==> config.mk <==
export PLATFORM = sky130hd
export DESIGN_NAME = int_to_fp_pipe
export DESIGN_NICKNAME = d
export VERILOG_FILES = /design/src/rtl/int_to_fp_pipe.sv
export SDC_FILE = /design/constraint.sdc
export NUM_CORES = 1
export LEC_CHECK = 0
export BUFFER_PORTS_ARGS = -buffer_cell sky130_fd_sc_hd__buf_2
export CAP_MARGIN = 30
export CORE_ASPECT_RATIO = 1.4
export CORE_UTILIZATION = 40
export CTS_BUF_LIST = sky130_fd_sc_hd__clkbuf_16
export CTS_CLUSTER_DIAMETER = 80
export CTS_CLUSTER_SIZE = 40
export DETAILED_ROUTE_END_ITERATION = 7
export GPL_ROUTABILITY_DRIVEN = 0
export HOLD_SLACK_MARGIN = 0.05
export SYNTH_ARGS = -nofsm -noshare
export SYNTH_HDL_FRONTEND = slang
export SYNTH_SLANG_ARGS = --single-unit
==> constraint.sdc <==
create_clock -name clock -period 12.85 [get_ports clock]
set_input_delay 1.9275 -clock clock [delete_from_list [all_inputs] [get_ports clock]]
set_output_delay 1.9275 -clock clock [all_outputs]
set_load 0.01 [all_outputs]
==> src/rtl/int_to_fp_pipe.sv <==
// Pipelined integer to IEEE binary floating-point converter.
// Three elastic stages: capture/absolute value, normalise, round/pack.
// Each stage has its own valid bit and can advance whenever the stage
// behind it is willing to take its contents.
module int_to_fp_pipe #(
    parameter int INT_W = 32,
    parameter int EXP_W = 8,
    parameter int SIG_W = 24,
    parameter int TAG_W = 5
) (
    input  logic                   clock,
    input  logic                   reset,
    input  logic                   flush,
    input  logic                   in_valid,
    output logic                   in_ready,
    input  logic                   in_signed,
    input  logic [INT_W-1:0]       in_data,
    input  logic [2:0]             in_rm,
    input  logic [TAG_W-1:0]       in_tag,
    output logic                   out_valid,
    input  logic                   out_ready,
    output logic [EXP_W+SIG_W-1:0] out_data,
    output logic [4:0]             out_flags,
    output logic [TAG_W-1:0]       out_tag,
    output logic                   busy
);

    localparam int LZ_W  = 7;
    localparam int EXT_W = INT_W + SIG_W + 2;
    localparam int E_W   = 12;
    localparam int BIAS  = (1 << (EXP_W - 1)) - 1;

    localparam logic [2:0] RM_RTZ = 3'd1;
    localparam logic [2:0] RM_RDN = 3'd2;
    localparam logic [2:0] RM_RUP = 3'd3;
    localparam logic [2:0] RM_RMM = 3'd4;

    logic               s1Valid, s1Sign;
    logic [INT_W-1:0]   s1Abs;
    logic [2:0]         s1Rm;
    logic [TAG_W-1:0]   s1Tag;

    logic               s2Valid, s2Sign, s2Zero;
    logic [INT_W-1:0]   s2Norm;
    logic [LZ_W-1:0]    s2Exp;
    logic [2:0]         s2Rm;
    logic [TAG_W-1:0]   s2Tag;

    logic               s3Valid;
    logic               adv1, adv2, adv3;

    logic               inNeg;
    logic [INT_W-1:0]   inAbs;
    logic [LZ_W-1:0]    lzCount;
    logic [INT_W-1:0]   normVal;
    logic [LZ_W-1:0]    expVal;
    logic               isZero;

    logic [EXT_W-1:0]   extVal;
    logic [SIG_W-1:0]   mant;
    logic               guardBit, stickyBit, incr, toInf, overflow, inexact;
    logic [SIG_W:0]     mantSum;
    logic [SIG_W-2:0]   fracRes;
    logic [E_W-1:0]     expFinal;
    logic [EXP_W-1:0]   expField;
    logic [EXP_W+SIG_W-1:0] packedRes;
    logic [4:0]         flagsRes;

    // A stage moves forward when it is empty or the next stage is moving.
    assign adv3      = ~s3Valid | out_ready;
    assign adv2      = ~s2Valid | adv3;
    assign adv1      = ~s1Valid | adv2;
    assign in_ready  = adv1 & ~flush;
    assign out_valid = s3Valid;
    assign busy      = s1Valid | s2Valid | s3Valid;

    // Sign extraction and magnitude; the magnitude of the most negative value fits as unsigned.
    always_comb begin
        inNeg = in_signed & in_data[INT_W-1];
        inAbs = inNeg ? (~in_data + INT_W'(1)) : in_data;
    end

    // Stage 1 register bank.
    always_ff @(posedge clock or posedge reset) begin
        if (reset) begin
            s1Valid <= 1'b0;
            s1Sign  <= 1'b0;
            s1Abs   <= '0;
            s1Rm    <= '0;
            s1Tag   <= '0;
        end else if (flush) begin
            s1Valid <= 1'b0;
        end else if (adv1) begin
            s1Valid <= in_valid;
            if (in_valid) begin
                s1Sign <= inNeg;
                s1Abs  <= inAbs;
                s1Rm   <= in_rm;
                s1Tag  <= in_tag;
            end
        end
    end

    // Leading-zero count by scanning upward so the highest set bit wins.
    always_comb begin
        lzCount = LZ_W'(INT_W);
        for (int i = 0; i < INT_W; i++) begin
            if (s1Abs[i]) lzCount = LZ_W'(INT_W - 1 - i);
        end
        normVal = s1Abs << lzCount;
        expVal  = LZ_W'(INT_W - 1) - lzCount;
        isZero  = ~|s1Abs;
    end

    // Stage 2 register bank.
    always_ff @(posedge clock or posedge reset) begin
        if (reset) begin
            s2Valid <= 1'b0;
            s2Sign  <= 1'b0;
            s2Zero  <= 1'b0;
            s2Norm  <= '0;
            s2Exp   <= '0;
            s2Rm    <= '0;
            s2Tag   <= '0;
        end else if (flush) begin
            s2Valid <= 1'b0;
        end else if (adv2) begin
            s2Valid <= s1Valid;
            if (s1Valid) begin
                s2Sign <= s1Sign;
                s2Zero <= isZero;
                s2Norm <= normVal;
                s2Exp  <= expVal;
                s2Rm   <= s1Rm;
                s2Tag  <= s1Tag;
            end
        end
    end

    // Rounding, carry-out renormalisation, overflow saturation and packing.
    always_comb begin
        extVal    = {s2Norm, {(SIG_W + 2){1'b0}}};
        mant      = extVal[EXT_W-1 -: SIG_W];
        guardBit  = extVal[EXT_W-1-SIG_W];
        stickyBit = |extVal[EXT_W-2-SIG_W:0];
        inexact   = guardBit | stickyBit;
        case (s2Rm)
            RM_RTZ: begin incr = 1'b0;               toInf = 1'b0;    end
            RM_RDN: begin incr = inexact & s2Sign;   toInf = s2Sign;  end
            RM_RUP: begin incr = inexact & ~s2Sign;  toInf = ~s2Sign; end
            RM_RMM: begin incr = guardBit;           toInf = 1'b1;    end
            default: begin incr = guardBit & (stickyBit | mant[0]); toInf = 1'b1; end
        endcase
        mantSum  = {1'b0, mant} + {{SIG_W{1'b0}}, incr};
        fracRes  = mantSum[SIG_W-1] ? mantSum[SIG_W-2:0] : '0;
        expFinal = E_W'(s2Exp) + E_W'(mantSum[SIG_W]);
        overflow = expFinal > E_W'(BIAS);
        expField = EXP_W'(expFinal + E_W'(BIAS));
        if (s2Zero) begin
            packedRes = '0;
            flagsRes  = '0;
        end else if (overflow) begin
            packedRes = toInf ? {s2Sign, {EXP_W{1'b1}}, {(SIG_W-1){1'b0}}}
                              : {s2Sign, {{(EXP_W-1){1'b1}}, 1'b0}, {(SIG_W-1){1'b1}}};
            flagsRes  = 5'b00101;
        end else begin
            packedRes = {s2Sign, expField, fracRes};
            flagsRes  = {4'b0000, inexact};
        end
    end

    // Stage 3 register bank drives the outputs directly and holds them while stalled.
    always_ff @(posedge clock or posedge reset) begin
        if (reset) begin
            s3Valid   <= 1'b0;
            out_data  <= '0;
            out_flags <= '0;
            out_tag   <= '0;
        end else if (flush) begin
            s3Valid <= 1'b0;
        end else if (adv3) begin
            s3Valid <= s2Valid;
            if (s2Valid) begin
                out_data  <= packedRes;
                out_flags <= flagsRes;
                out_tag   <= s2Tag;
            end
        end
    end

endmodule

==> out/qor.txt <==
run status: finished, final reports clean
maximum fanout encountered on the critical timing path: 6
initial standard-cell utilization of the core: 0.409
Overall Global Routing Usage: 0.210
portion of synthesized cell area occupied by the leading cell type: 0.376
x dimension of the die: 127 um
Final Hold Violating Endpoints: 0
clock sinks: 131
wire length of the first global-routing pass: 37.4 mm
sequential share of power: 0.357
vias per inst: 5.73
Avg WL per Cell: 17.0 um
setup fix buffers added after clock tree synthesis: 0
pin slew with the least headroom to its limit: 922 ps
clock root buffer: sky130_fd_sc_hd__clkbuf_16
cell type with the highest aggregate area in the netlist: sky130_fd_sc_hd__dfrtp_1
ratio of final minimum period to clock period: 0.356
H-tree level count: 4
# DRC: 0
total via count after detailed routing: 7574
Net Sw Frac: 0.380
clock tree skew after final layout: 12.8 ps
unrepaired setup endpoints after global routing: false
register bit total from synthesis: 131
area of the placeable core: 21300 um^2
register cell area after layout: 3280 um^2
Sw Pwr: 0.685 mW
routed wire length: 22.5 mm
Setup TNS: 0 ps
synthesized cell area: 8710 um^2
GR Overflow Total: 0
detailed placer's ending HPWL: 16.3 mm
IO Port Bufs: 87
share of synthesized area occupied by flip-flops and latches: 0.376
Area after DPL: 9140 um^2
portion of total power attributed to the clock network: 0.297
io pins: 91
reported leakage power: 4.29 nW
Clock Latency Late Sink: 440 ps
number of max-slew violations in the final report: 0
number of diodes: 0
maximum vdd ir drop: 98.1 uV
number of fill cells in the layout: 2109
CTS Buffer Depth: 2
nets@finish: 1100
count of nets left with antenna violations after detail routing: 0
Pwr per Cell Area: 184 nW/um^2
First DRT Iteration DRCs: 456
proportion of synthesized flip-flops having asynchronous set or reset: 1.00
clk slew on worst S/H paths: 70 ps
Total Die Area: 22400 um^2
initial antenna violation count: 0
critical path startpoint category: input port
number of cells upsized or downsized after cts: 0
pin count of the biggest net entering global routing: 75
CTS buffer count: 17
internal power component: 1.12 mW
final setup violation count: 0
ratio of cells with drive above 1 in the final layout: 0.167
post-route cell area: 9790 um^2
area of the multi-input gates: 4930 um^2
count of flip-flops with a built-in enable after synthesis: 0
Synthesis Warnings: 0
relative contribution of combinational cells to total power: 0.346
Critical Path RT: 10920 ps
classification of the worst-slack hold path: flop to flop
die extent in y: 177 um
Hold Buf Count CTS: 0
commonest register cell after synthesis: sky130_fd_sc_hd__dfrtp_1
max-cap violations: 0
vias in the first global route: 7244
area growth from synthesis to final layout: 12.3%
Mean Syn Cell Area: 8.53 um^2
maximum frequency from static timing analysis: 0.219 GHz
TritonCTS clock tree: done
number of optimization iterations in the first detailed-route pass: 5
top cells by area in the synthesized netlist: sky130_fd_sc_hd__dfrtp_1, sky130_fd_sc_hd__o21ai_0, sky130_fd_sc_hd__nand2_1
Std-Cell Rows: 63
critical path data arrival time: 2650 ps
Setup Crit Path Kind: input port to output port
final critical-path required period: 4580 ps
Netlist cell types: 81
max_slew headroom: 0.383
CP endpoint kind: output port
cell count after synthesis: 1021
registers in the layout, summed over array words and instances (netlist names):
register,cells
out_data,32
out_flags,2
out_tag,5
out_valid,1
s1Abs,32
s1Rm,3
s1Sign,1
s1Tag,5
s1Valid,1
s2Exp,6
s2Norm,32
s2Rm,3
s2Sign,1
s2Tag,5
s2Valid,1
s2Zero,1
logic make-up (layout without fill, tap and decap cells):
group / Yosys count / count (layout) / share of synthesized area
compound gates: 309 / 309 / 0.237
xor+xnor: 57 / 57 / 0.0573
fa+ha+maj: 6 / 6 / 0.00862
buf+inv: 115 / 153 / 0.0608
flops: 131 / 131 / 0.376
mux: 58 / 58 / 0.0705
other cells: 1 / 3 / 0.000430
simple gates: 344 / 344 / 0.189
synthesized netlist by cell type (4+ instances only):
master and number:
sky130_fd_sc_hd__a211oi_1 8, sky130_fd_sc_hd__a21oi_1 41, sky130_fd_sc_hd__a221oi_1 5, sky130_fd_sc_hd__a22o_1 32, sky130_fd_sc_hd__a22oi_1 19, sky130_fd_sc_hd__a31oi_1 11, sky130_fd_sc_hd__and2_1 5, sky130_fd_sc_hd__and3_1 14
sky130_fd_sc_hd__buf_1 4, sky130_fd_sc_hd__buf_2 26, sky130_fd_sc_hd__buf_4 7, sky130_fd_sc_hd__buf_6 5, sky130_fd_sc_hd__clkbuf_1 50, sky130_fd_sc_hd__dfrtp_1 131, sky130_fd_sc_hd__ha_1 6, sky130_fd_sc_hd__inv_1 22
sky130_fd_sc_hd__mux2_2 19, sky130_fd_sc_hd__mux2i_1 37, sky130_fd_sc_hd__nand2_1 147, sky130_fd_sc_hd__nand2b_1 5, sky130_fd_sc_hd__nand3_1 26, sky130_fd_sc_hd__nand4_1 18, sky130_fd_sc_hd__nor2_1 58, sky130_fd_sc_hd__nor2b_1 5
sky130_fd_sc_hd__nor3_1 19, sky130_fd_sc_hd__nor4_1 16, sky130_fd_sc_hd__o211ai_1 13, sky130_fd_sc_hd__o21a_1 5, sky130_fd_sc_hd__o21ai_0 111, sky130_fd_sc_hd__o21ai_1 4, sky130_fd_sc_hd__o22ai_1 4, sky130_fd_sc_hd__o31ai_1 12
sky130_fd_sc_hd__or3_1 7, sky130_fd_sc_hd__or4_1 5, sky130_fd_sc_hd__xnor2_1 29, sky130_fd_sc_hd__xor2_1 28
final cells by class:
type / count / share of cell area
multi-input cells: 777 / 0.503
flip-flops and latches: 131 / 0.335
repair buffers: 99 / 0.0537
clock buffers: 17 / 0.0435
well taps: 260 / 0.0332
clock inverters: 15 / 0.0225
inverters: 22 / 0.00869
routing by layer:
metal  GRT usage  share of wire  vias up
met3      0.0375          0.037       60
met1       0.255           0.43     3520
met5           0              0        -
met4      0.0972          0.038        0
met2       0.362           0.49      220
li1            -              -     3774
through the flow:
step	total power, mW	std cells	worst slack, ps	util	hold WS, ps
floorplan	1.08	1023	7420	-	433
global placement	1.26	1288	8300	0.429	441
detailed placement	1.27	1289	8280	0.429	445
CTS	1.81	1321	8270	0.460	462
global route	1.91	1321	7890	0.460	481
finish	1.80	1321	8270	0.460	455
power by group through the flow:
stage | logic (mW) | clock network, mW | registers, mW
final | 0.623 | 0.535 | 0.644
after global routing | 0.687 | 0.566 | 0.662
after CTS | 0.622 | 0.546 | 0.643
after detailed placement | 0.619 | 0 | 0.651
after global placement | 0.614 | 0 | 0.647
after floorplan | 0.472 | 0 | 0.612
worst paths after layout:
| kind | from | end | slack (ps) | depth (start not counted) |
|---|---|---|---|---|
| hold reg to reg | s1Rm[2] | s2Rm[2] | 460 | 2 |
| setup / recovery | out_ready | in_ready | 8270 | 4 |
| setup reg to reg | s2Rm[1] | out_data[17] | 8340 | 17 |
| min in group asynchronous | reset | out_data[27] | 1670 | 2 |
| hold / removal | s1Rm[2] | s2Rm[2] | 460 | 2 |
| max in group asynchronous | reset | s1Abs[1] | 9900 | 3 |
cell usage in the layout (no fill, tap or decap), types with 4 or more instances in the layout:
cell type,n
sky130_fd_sc_hd__nand2_1,146
sky130_fd_sc_hd__dfrtp_1,131
sky130_fd_sc_hd__o21ai_0,109
sky130_fd_sc_hd__buf_2,87
sky130_fd_sc_hd__nor2_1,58
sky130_fd_sc_hd__a21oi_1,41
sky130_fd_sc_hd__mux2i_1,37
sky130_fd_sc_hd__a22o_1,32
sky130_fd_sc_hd__xnor2_1,29
sky130_fd_sc_hd__xor2_1,28
sky130_fd_sc_hd__nand3_1,26
sky130_fd_sc_hd__inv_1,21
sky130_fd_sc_hd__mux2_2,19
sky130_fd_sc_hd__nor3_1,19
sky130_fd_sc_hd__a22oi_1,19
sky130_fd_sc_hd__nand4_1,18
sky130_fd_sc_hd__clkbuf_16,17
sky130_fd_sc_hd__nor4_1,14
sky130_fd_sc_hd__and3_1,14
sky130_fd_sc_hd__o211ai_1,13
sky130_fd_sc_hd__o31ai_1,12
sky130_fd_sc_hd__buf_4,12
sky130_fd_sc_hd__a31oi_1,11
sky130_fd_sc_hd__a211oi_1,8
sky130_fd_sc_hd__or3_1,7
sky130_fd_sc_hd__o21ai_1,6
sky130_fd_sc_hd__ha_1,6
sky130_fd_sc_hd__nor2b_1,5
sky130_fd_sc_hd__or4_1,5
sky130_fd_sc_hd__and2_1,5
sky130_fd_sc_hd__nand2b_1,5
sky130_fd_sc_hd__a221oi_1,5
sky130_fd_sc_hd__nor4_2,5
sky130_fd_sc_hd__o21a_1,5
sky130_fd_sc_hd__o22ai_1,4
sky130_fd_sc_hd__bufinv_16,4
worst max-delay path: stages:
cell,delay [ps]
sky130_fd_sc_hd__buf_2,90
sky130_fd_sc_hd__nor2b_1,290
sky130_fd_sc_hd__a31oi_1,170
sky130_fd_sc_hd__buf_2,170
Power figures use the tool's default switching activity.
